File: src/rtl/cache_refill_ctrl.sv
// ---------------------------------------------------------------------------
// cache_refill_ctrl
//
// Miss-handling controller for a direct-mapped data cache. It compares the
// requested tag with the tag/valid read-out, stalls the core on a miss,
// fetches the word from memory, writes it back into the cache with a
// one-cycle fill strobe, and runs a full-cache invalidate sweep on request.
//
// Handshake (memory side): oMemReq is raised in MEM_REQ and held, with
// oMemAddr stable, until the cycle iMemAck is seen high. iMemData is taken
// in that same cycle. iMemAck is ignored in every other state.
//
// Ports
//   iCLK, iRSTn            clock, asynchronous active-low reset
//   iReq, iAddress         core load access and byte address
//   iTag, iV               tag/valid read from the cache at the current index
//   iFlushAll              request a full-cache invalidate
//   iMemAck, iMemData      memory response
//   oHit, oStall           hit indication and core stall
//   oMemReq, oMemAddr      memory read request and word-aligned address
//   oFill, oFillIndex,
//   oFillTag, oFillData    one-cycle cache write
//   oFlushEn, oFlushAddress invalidate strobe and line index
//   oMissCount             saturating miss counter
//   oDbgState              current FSM state (0 IDLE,1 MEM_REQ,2 FILL,3 FLUSH)
// ---------------------------------------------------------------------------
module cache_refill_ctrl #(
  parameter int INDEX_WIDTH = 4,
  parameter int DATA_WIDTH  = 32,
  parameter int CNT_WIDTH   = 16
) (
  input  logic                   iCLK,
  input  logic                   iRSTn,
  input  logic                   iReq,
  input  logic [DATA_WIDTH-1:0]  iAddress,
  input  logic [25:0]            iTag,
  input  logic                   iV,
  input  logic                   iFlushAll,
  input  logic                   iMemAck,
  input  logic [DATA_WIDTH-1:0]  iMemData,
  output logic                   oHit,
  output logic                   oStall,
  output logic                   oMemReq,
  output logic [DATA_WIDTH-1:0]  oMemAddr,
  output logic                   oFill,
  output logic [INDEX_WIDTH-1:0] oFillIndex,
  output logic [25:0]            oFillTag,
  output logic [DATA_WIDTH-1:0]  oFillData,
  output logic                   oFlushEn,
  output logic [INDEX_WIDTH-1:0] oFlushAddress,
  output logic [CNT_WIDTH-1:0]   oMissCount,
  output logic [1:0]             oDbgState
);

  localparam int TAG_W = 26;

  typedef enum logic [1:0] {
    S_IDLE    = 2'd0,
    S_MEM_REQ = 2'd1,
    S_FILL    = 2'd2,
    S_FLUSH   = 2'd3
  } state_t;

  state_t                 r_state;
  state_t                 w_next;
  logic [DATA_WIDTH-1:0]  r_miss_addr;
  logic [DATA_WIDTH-1:0]  r_fill_data;
  logic                   r_flush_pend;
  logic [INDEX_WIDTH-1:0] r_flush_cnt;
  logic [CNT_WIDTH-1:0]   r_miss_cnt;

  logic                   w_tag_match;
  logic                   w_flush_go;
  logic                   w_flush_last;
  logic                   w_miss_start;

  assign w_tag_match  = iV && (iTag == iAddress[DATA_WIDTH-1 -: TAG_W]);
  assign w_flush_go   = iFlushAll || r_flush_pend;
  assign w_flush_last = (r_flush_cnt == {INDEX_WIDTH{1'b1}});
  // A flush request in IDLE wins over a simultaneous access.
  assign w_miss_start = (r_state == S_IDLE) && !w_flush_go && iReq && !w_tag_match;

  // State register
  always_ff @(posedge iCLK or negedge iRSTn) begin
    if (!iRSTn) r_state <= S_IDLE;
    else        r_state <= w_next;
  end

  // Next-state logic
  always_comb begin
    w_next = r_state;
    case (r_state)
      S_IDLE: begin
        if (w_flush_go)        w_next = S_FLUSH;
        else if (w_miss_start) w_next = S_MEM_REQ;
      end
      S_MEM_REQ: if (iMemAck) w_next = S_FILL;
      S_FILL:    w_next = S_IDLE;
      S_FLUSH:   if (w_flush_last) w_next = S_IDLE;
      default:   w_next = S_IDLE;
    endcase
  end

  // Output logic. The iReq-dependent outputs are gated by iRSTn so that
  // everything reads 0 while reset is held, even with the core still asking.
  always_comb begin
    oHit     = 1'b0;
    oStall   = 1'b0;
    oMemReq  = 1'b0;
    oFill    = 1'b0;
    oFlushEn = 1'b0;
    case (r_state)
      S_IDLE: begin
        oHit   = iRSTn && iReq && w_tag_match;
        oStall = iRSTn && (w_flush_go || (iReq && !w_tag_match));
      end
      S_MEM_REQ: begin
        oMemReq = 1'b1;
        oStall  = 1'b1;
      end
      S_FILL: begin
        oFill  = 1'b1;
        oStall = 1'b1;
      end
      S_FLUSH: begin
        oFlushEn = 1'b1;
        oStall   = 1'b1;
      end
      default: ;
    endcase
  end

  // Datapath registers
  always_ff @(posedge iCLK or negedge iRSTn) begin
    if (!iRSTn) begin
      r_miss_addr  <= '0;
      r_fill_data  <= '0;
      r_flush_pend <= 1'b0;
      r_flush_cnt  <= '0;
      r_miss_cnt   <= '0;
    end else begin
      if (w_miss_start) begin
        r_miss_addr <= iAddress;
        if (r_miss_cnt != {CNT_WIDTH{1'b1}})
          r_miss_cnt <= r_miss_cnt + {{(CNT_WIDTH-1){1'b0}}, 1'b1};
      end
      if ((r_state == S_MEM_REQ) && iMemAck)
        r_fill_data <= iMemData;
      // A flush arriving mid-refill is remembered; one arriving during the
      // sweep is absorbed.
      if (((r_state == S_MEM_REQ) || (r_state == S_FILL)) && iFlushAll)
        r_flush_pend <= 1'b1;
      else if ((r_state == S_FLUSH) && w_flush_last)
        r_flush_pend <= 1'b0;
      if (r_state == S_FLUSH)
        r_flush_cnt <= w_flush_last ? '0 : r_flush_cnt + {{(INDEX_WIDTH-1){1'b0}}, 1'b1};
    end
  end

  assign oMemAddr      = r_miss_addr & {{(DATA_WIDTH-2){1'b1}}, 2'b00};
  assign oFillIndex    = r_miss_addr[INDEX_WIDTH+1:2];
  assign oFillTag      = r_miss_addr[DATA_WIDTH-1 -: TAG_W];
  assign oFillData     = r_fill_data;
  assign oFlushAddress = r_flush_cnt;
  assign oMissCount    = r_miss_cnt;
  assign oDbgState     = r_state;

endmodule

File: config.mk
export PLATFORM = sky130hd
export DESIGN_NAME = cache_refill_ctrl
export DESIGN_NICKNAME = d
export VERILOG_FILES = /design/src/rtl/cache_refill_ctrl.sv
export SDC_FILE = /design/constraint.sdc
export NUM_CORES = 1
export LEC_CHECK = 0
export CORE_MARGIN = 4
export CORE_UTILIZATION = 40
export DETAILED_ROUTE_END_ITERATION = 16
export GPL_TIMING_DRIVEN = 1
export PLACE_DENSITY = 0.81
export SLEW_MARGIN = 40
export SYNTH_ARGS = -nofsm -noshare
export SYNTH_HDL_FRONTEND = slang
export SYNTH_SLANG_ARGS = --single-unit
File: constraint.sdc
create_clock -name iCLK -period 2.32 [get_ports iCLK]
set_input_delay 0.464 -clock iCLK [delete_from_list [all_inputs] [get_ports iCLK]]
set_output_delay 0.464 -clock iCLK [all_outputs]
set_load 0.01 [all_outputs]
* Word level (Yosys, flattened, before mapping)
Cells that the tools add are included.
** Storage, ports and cells
- Bits of input ports :: 96
- Bits in registers :: 87
** Operators by class
- Eq/ne operators :: 9
- Reductions and logical operators :: 21
- Multiplexer cells :: 13
- Add/subtract/negate cells :: 2
** Operators by type and width (count)
- $eq 26x26->1 :: 1
- $add 16x1->16 const B :: 1
- $ne 16x16->1 const B :: 1
- $logic_and 1x1->1 :: 11
- $mux 2 :: 4
- $pmux 2 s4 :: 1
- $mux 1 :: 6
- $add 4x1->4 const B :: 1
- $eq 2x2->1 const B :: 2
- $eq 4x4->1 const B :: 1
- $mux 4 :: 1
- $ne 2x2->1 const B :: 2
- $logic_or 1x1->1 :: 3
- $ne 3x3->1 const B :: 1
- $reduce_and 3->1 :: 1
- $reduce_or 3->1 :: 1
- $eq 2x1->1 const B :: 1
- $logic_not 1->1 :: 2
- $logic_not 2->1 :: 1
- $pmux 1 s2 :: 1
- $reduce_and 2->1 :: 1
- $reduce_bool 2->1 :: 1

* Depth between registers and ports, before layout
Gate-level depths: netlist (run 1).
- Depth after elaboration :: 8
- Gate-level depth with buffers :: 8
- Mapped depth without buffers :: 7

* Least setup slack after synthesis (run 1)
Ideal clock, no wire load.
- Path type :: in2reg
- Start :: input iAddress[29]
- End :: register r_state[0], in the netlist oDbgState[0]
- Required time :: 2.195 ns
- Library setup time :: 0.125 ns
- Slack :: 0.429 ns
- Data arrival time :: 1.766 ns
- Stages on the path :: 6
- Path through :: xnor2_1 nand4_1 nor4_2 nand3_1 o21ai_0 mux2_2
** Between the ends
- Word-level cells in the longest chain between the ends :: 6
** RTL lines
- start, declared :: line 35 : input logic [DATA_WIDTH-1:0] iAddress,
- $eq 26x26->1 :: line 77 : assign w_tag_match = iV && (iTag == iAddress[DATA_WIDTH-1 -: TAG_W]);
- $logic_and 1x1->1 :: line 77
- $logic_not 1->1 :: line 81 : assign w_miss_start = (r_state == S_IDLE) && !w_flush_go && iReq && !w_tag_match;
- $logic_and 1x1->1 :: line 81
- $ne 3x3->1 (no line)
- $reduce_and 3->1 (no line)
- end signal, assigned :: line 86 : else r_state <= w_next;
- end, declared :: line 64 : state_t r_state;
No other way between the ends.
A chain may end at the register's enable or synchronous reset.

* Worst setup path in the final report (run 1)
- Start :: input iTag[20]
- End :: output oStall
** Between the ends
- Word-level cells in the longest chain between the ends :: 7
** RTL lines
- start, declared :: line 36 : input logic [25:0] iTag,
- $eq 26x26->1 :: line 77
- $logic_and 1x1->1 :: line 77
- $logic_not 1->1 :: line 115 : oStall = iRSTn && (w_flush_go || (iReq && !w_tag_match));
- $logic_and 1x1->1 :: line 115
- $logic_or 1x1->1 :: line 115
- $logic_and 1x1->1 :: line 115
- $pmux 1 s2 :: line 112 : case (r_state)
- end, declared :: line 42 : output logic oStall,
No other way between the ends.

==> out/metrics.yaml, run 1 <==
outcome:
  status: "complete, no violations"
power_and_ir_drop:
  seqPwrFrac_pct: 35.9
  power_density_nw_per_um2: 1020
  switching_share_pct: 30.9
  switching_power_mw: 2.08
  power_leakage_nw: 2.99
  finalPower_mw: 6.73
  ir_drop_v: 0.000734
  pwr-share-comb_pct: 47.1
  p_clk_share_pct: 17.0
  intPower_mw: 4.65
route:
  drtPass1Iterations: 4
  wl_mm: 11.3
  ant_nets: 0
  first_iter_violations: 58
  route.detailed.drc: 0
  vias: 3218
  viasPerCell: 4.84
  wire_per_inst_um: 17.0
setup_path:
  required_ns: 1.86
  worstPathMaxFanout: 3
  ff2ff_setup_slack_ns: 0.28
  path_class: "primary input to primary output"
  start_kind: "primary input"
  worstPathArrival_ns: 1.80
  endpoint_kind: "primary output"
placed_design:
  gp_congestion: 0.797
  dp_hpwl_mm: 8.77
  placed_cells: 645
  dpl_cell_area_um2: 6340
  portBuffers: 212
cts:
  cts_sinks: 85
  cts_root_buf: "clkbuf_8"
  numCtsBuffers: 9
  clock_path_buffers: 2
  cts.htree.levels: 3
  clk_latency_ns: 0.34
  clk_pin_slew_worst_paths_ns: 0.08
  cts_tree: "done"
die:
  dieArea_um2: 12100
  start_util_pct: 41.8
  rows: 36
  fp.dieH_um: 110
  die_x_um: 110
  core_area_um2: 9910
  pin_count: 217
grt:
  antenna_found_initial: 2
  grt_remaining_overflow: 0
  grt_max_degree: 35
  grt_pass1_wl_mm: 16.8
  grt_usage_pct: 18.0
  grt_pass1_vias: 3363
final_layout:
  finalNetCount: 628
  final_area_um2: 6600
  drive_gt1_share_pct: 28.5
  n_fill_cell: 766
  utilization_pct: 66.6
  area_growth_pct: 59.1
  stdcell_count: 665
logic_synthesis:
  yosys.area.top_type: "dfrtp_1"
  postSynthAreaPerCell_um2: 13.1
  synth_seq_cells: 85
  seq_area_frac_synth_pct: 51.3
  syn_area_um2: 4140
  synthCells: 316
  synth_warnings: 0
  synth_top_area_share_pct: 51.3
  synthDistinctLibCells: 33
  synth.area.top_cells: "dfrtp_1 (51%), mux2_2 (12%), mux2_4 (8.3%), xnor2_1 (6.1%), buf_4 (5.8%)"
timing:
  finalCritPeriodShare_pct: 97.8
  clock_skew_ns: 0.00611
  period_needed_ns: 2.27
  finalSetupViolCount: 0
  hold_viol: 0
  fmax_mhz: 441
  report.final.slew_viol_count: 0
  worst_hold_slack_ns: 0.139
job:
  drv_cap: 0
worst_hold_path:
  min_path_type: "primary input to asynchronous set/reset pin"
metal layers:
layer	track usage (%)	share of wire, %	up-vias
met5	0	0	-
met4	5.61	1.6	0
met3	5.23	8.2	13
met2	33.0	53	131
met1	19.9	37	1587
li1	-	-	1487
cell usage after synthesis:
library cell and number:
dfrtp_1 85, mux2_2 43, buf_4 32, xnor2_1 29, mux2_4 23, nand4_1 13
nand3_1 11, nand2_1 10, xor2_1 10, ha_1 7, a21oi_1 6, inv_1 6
o21ai_0 5, nor2_1 4, and4_1 3, buf_1 3, buf_6 3, nor4b_1 3
a31oi_1 2, buf_2 2, mux2i_1 2, nor3_1 2, nor3b_1 2, a22o_1 1
a41oi_1 1, and3_1 1, conb_1 1, inv_2 1, nand3_2 1, nor2b_1 1
nor3_4 1, nor4_2 1, nor4bb_1 1
cells in the final DEF, fill, tap and decap left out, types with 7 or more instances in the layout:
master,count
dfrtp_1,85
nand4_1,13
xnor2_1,22
dlymetal6s2s_1,12
clkbuf_2,19
nand3_1,10
ha_1,7
xnor2_2,7
xor2_1,7
nand2_1,10
clkbuf_8,9
clkdlybuf4s50_1,158
buf_4,26
mux2_4,23
dlygate4sd2_1,10
mux2_2,43
area by class of cell:
class | count | area, um2 | share of cell area (%)
diodes | 2 | 5.00 | 0.0759
clock buffers | 11 | 131 | 1.99
clock inverters | 5 | 83.8 | 1.27
inverters | 7 | 26.3 | 0.398
multi-input cells | 185 | 1820 | 27.6
flip-flops and latches | 85 | 2130 | 32.3
well taps | 133 | 166 | 2.52
repair buffers | 237 | 2230 | 33.9
worst max-delay path: stages:
cell and delay (ns):
clkdlybuf4s50_1 0.47, xnor2_1 0.11, nand4_1 0.12, nor2_2 0.15
nand3_2 0.13, a21oi_2 0.16, a21oi_1 0.05, buf_2 0.15
metrics by stage:
step | worst slack (ns) | TNS, ns
floorplan | 0.429 | 0
global route | -0.0132 | -0.0132
detailed placement | -0.726 | -15.20
global placement | -0.667 | -12.35
CTS | 0.00114 | 0
finish | 0.0520 | 0
state kept, by name, indices dropped and copies added (netlist names):
| register | cells |
|---|---|
| oDbgState | 2 |
| oFillData | 32 |
| oMissCount | 16 |
| r_flush_pend | 1 |
| oFlushAddress | 4 |
| r_miss_addr | 30 |
repair_timing:
item,4_1_cts,5_1_grt
endpoints found under the hold margin,0,0
resized for setup,67,75
buffers inserted,0,2
endpoints found under the setup margin,4,3
hold buffers,0,0
pin swaps,24,30
cells by family after synthesis:
group | Yosys count | synth area share (%)
DFF | 85 | 51.3
muxes | 68 | 20.5
and+or+nand+nor | 54 | 7.91
buffers and inverters | 47 | 7.76
xor gates and xnor gates | 39 | 8.24
AOI/OAI and AO/OA | 15 | 2.05
adders and majority gates | 7 | 2.11
other | 1 | 0.0905
worst paths after layout:
kind | end | cells after the start | start
setup / recovery | oStall | 8 | iTag[20]
hold / removal | r_miss_addr[6] | 2 | iRSTn
setup reg to reg | oMissCount[13] | 7 | oDbgState[1]
hold reg to reg | oMissCount[5] | 1 | oMissCount[5]
max in group asynchronous | oFillData[12] | 2 | iRSTn
min in group iCLK | r_miss_addr[14] | 2 | iAddress[14]
power by group through the flow:
stage	Combinational, mW	Sequential [mW]	Clock [mW]
after floorplan	1.25	2.64	0
after global placement	3.16	2.41	0
after detailed placement	3.20	2.45	0
after CTS	3.20	2.43	1.19
after global routing	3.37	2.50	1.24
final	3.17	2.42	1.14
(Power assumes the default switching activity.)
==> inputs of run 2 (changes only) <==
--- a/config.mk
+++ b/config.mk
@@ -5,6 +5,7 @@
 export SDC_FILE = /design/constraint.sdc
 export NUM_CORES = 1
 export LEC_CHECK = 0
+export CAP_MARGIN = 10
 export CORE_MARGIN = 4
 export CORE_UTILIZATION = 40
 export DETAILED_ROUTE_END_ITERATION = 16
==> results of run 2 <==
No change in the layout: final DEF, timing and power equal those of run 1.
==> inputs of run 3 (changes only) <==
--- a/config.mk
+++ b/config.mk
@@ -5,9 +5,10 @@
 export SDC_FILE = /design/constraint.sdc
 export NUM_CORES = 1
 export LEC_CHECK = 0
+export ABC_AREA = 1
 export CAP_MARGIN = 10
 export CORE_MARGIN = 4
-export CORE_UTILIZATION = 40
+export CORE_UTILIZATION = 42
 export DETAILED_ROUTE_END_ITERATION = 16
 export GPL_TIMING_DRIVEN = 1
 export PLACE_DENSITY = 0.81
==> run 3 against run 2 <==
Net effect:
- clock skew is 0.0028 ns higher
- area after synthesis is 13% higher
- design area increased by 11%
- synthesized cell count increased by 78%
- routed wire length rose by 25%
- critical path depth is 1 higher
- final cell count rose by 41%
- power down 19%
- core utilization is 0.73 points higher
- critical path type unchanged
- critical endpoint is now oHit
==> out/metrics.yaml, run 3 <==
logic_synthesis:
  seq_area_frac_synth_pct: 45.4
  synthArstFlopShare_pct: 100
  postSynthAreaPerCell_um2: 8.36
  syn_area_um2: 4690
  synth_warnings: 0
  synth-edff-count: 0
  yosysMostFrequentCell: "nand2_1"
  synth_common_cells: "nand2_1 (179), dfrtp_1 (85), inv_1 (60), buf_4 (33)"
  synthFlopType: "dfrtp_1"
  synth.area.top_cells: "dfrtp_1 (45%), nand2_1 (14%), mux2_2 (7.7%), buf_4 (5.3%), inv_1 (4.8%)"
  synthCells: 561
  synth_seq_cells: 85
  yosys.area.top_type: "dfrtp_1"
  synthDistinctLibCells: 36
  synth_top_area_share_pct: 45.4
power_and_ir_drop:
  power_density_nw_per_um2: 743
  power_leakage_nw: 3.58
  ir_drop_v: 0.000657
  finalPower_mw: 5.44
final_layout:
  n_fill_cell: 902
  mostFrequentLayoutCells: "nand2_1 (163), clkdlybuf4s50_1 (156), dfrtp_1 (85), inv_1 (52), buf_4 (52)"
  largest_reg_flops: 32
  finalNetCount: 897
  mostFrequentLayoutCell: "nand2_1"
  final_area_um2: 7330
  drive_gt1_share_pct: 19.5
  area_growth_pct: 56.3
timing:
  fmax_mhz: 449
  slew_headroom_pct: 56.1
  period_needed_ns: 2.23
  hold_viol: 0
  finalSetupViolCount: 0
  finalCritPeriodShare_pct: 96.0
  worst_hold_slack_ns: 0.286
  setup_tns_ns: 0
  max_slew.worst_pin.slew_ns: 0.658
  report.final.slew_viol_count: 0
  clock_skew_ns: 0.00895
  setup_ws_ns: 0.0933
route:
  wl_mm: 14.1
  top_signal_layer_used: "met4"
  ant_nets: 0
  drtPass1Iterations: 4
  route.detailed.drc: 0
  wire_per_inst_um: 15.0
  viasPerCell: 4.85
  route.met3.wl_mm: 1.08
  vias: 4550
  wl_met2_mm: 7.48
  wl_met1_mm: 5.26
  first_iter_violations: 221
setup_path:
  ff2ff_setup_slack_ns: 0.24
  worstPathMaxFanout: 2
  endpoint_kind: "primary output"
  required_ns: 1.86
  start_kind: "primary input"
  worstPathArrival_ns: 1.76
  path_class: "primary input to primary output"
placed_design:
  dp_hpwl_mm: 11.0
  dpl_cell_area_um2: 6970
  portBuffers: 212
  place_ws_ns: -0.569
  gp_congestion: 0.957
die:
  fp.dieH_um: 114
  pin_count: 217
  rows: 38
  die_x_um: 114
  core_area_um2: 10900
  start_util_pct: 43.1
  dieArea_um2: 12900
grt:
  grt_pass1_wl_mm: 22.1
  grt_pass1_vias: 4608
  grt_remaining_overflow: 0
  grt_max_degree: 86
  antenna_found_initial: 1
  grt_usage_pct: 21.1
cts:
  cts_root_buf: "clkbuf_8"
  cts_sinks: 85
  clk_pin_slew_worst_paths_ns: 0.08
  clock_path_buffers: 2
  numCtsBuffers: 9
  cts_tree: "done"
  clk_latency_ns: 0.35
  cts.htree.levels: 3
job:
  drv_cap: 0
worst_hold_path:
  min_path_type: "primary input to asynchronous set/reset pin"
outcome:
  status: "complete, no violations"
-- run 3: cell type report --
class	instances	area, um2	share of cell area [%]
well taps	140	175	2.39
clock inverters	4	73.8	1.01
flip-flops and latches	85	2130	29.0
repair buffers	265	2480	33.9
diodes	1	2.50	0.0342
multi-input cells	364	2070	28.3
inverters	69	262	3.57
clock buffers	11	131	1.79
-- run 3: metrics by stage --
step                      utilization, %  cells
final                               67.3    939
after global routing                67.3    939
after CTS                           66.8    937
after detailed placement            64.0    907
after global placement              64.0    907
after floorplan                        -    562
-- run 3: timing repair --
item	4_1_cts	5_1_grt
hold buffers	0	0
pin swaps	22	16
buffers inserted	15	1
endpoints found under the setup margin	2	4
resized for setup	78	31
-- run 3: where the power goes --
part / switching [mW] / internal, mW / leakage [nW]
sequential: 0.250 / 1.86 / 1.10
combinational: 0.906 / 1.32 / 2.37
clock: 0.503 / 0.602 / 0.103
-- run 3: kinds of logic (layout without fill, tap and decap cells) --
| logic type | count (synthesis) | after routing | synth area share (%) |
|---|---|---|---|
| AO/OA/AOI/OAI | 40 | 40 | 4.56 |
| XOR/XNOR | 20 | 20 | 3.74 |
| multiplexers | 32 | 32 | 7.69 |
| buffers and inverters | 113 | 349 | 12.2 |
| AND/OR/NAND/NOR | 263 | 263 | 24.5 |
| adder cells (fa/ha/maj) | 7 | 7 | 1.87 |
| other | 1 | 3 | 0.0800 |
| flip-flops | 85 | 85 | 45.4 |
-- run 3: critical path, cell delays in order --
cell and delay (ns):
dlygate4sd2_1 0.26, xnor2_2 0.17, buf_4 0.12, buf_4 0.09, nand2_1 0.04, nor3_1 0.12, nand3_1 0.13, nor3_2 0.20
buf_2 0.17
-- run 3: worst paths after layout --
path,to,start,cells after the start
min in group iCLK,r_miss_addr[25],iAddress[25],3
hold reg to reg,oFillData[0],oFillData[0],1
hold / removal,r_miss_addr[8],iRSTn,2
setup reg to reg,oDbgState[0],oDbgState[0],14
max in group asynchronous,oFillData[12],iRSTn,2
setup / recovery,oHit,iTag[4],9
-- run 3: per-layer routing --
metal / up-vias / global-route usage, %
met3: 29 / 5.89
met5: - / 0
met4: 0 / 6.65
li1: 2197 / -
met1: 2137 / 23.7
met2: 187 / 38.7
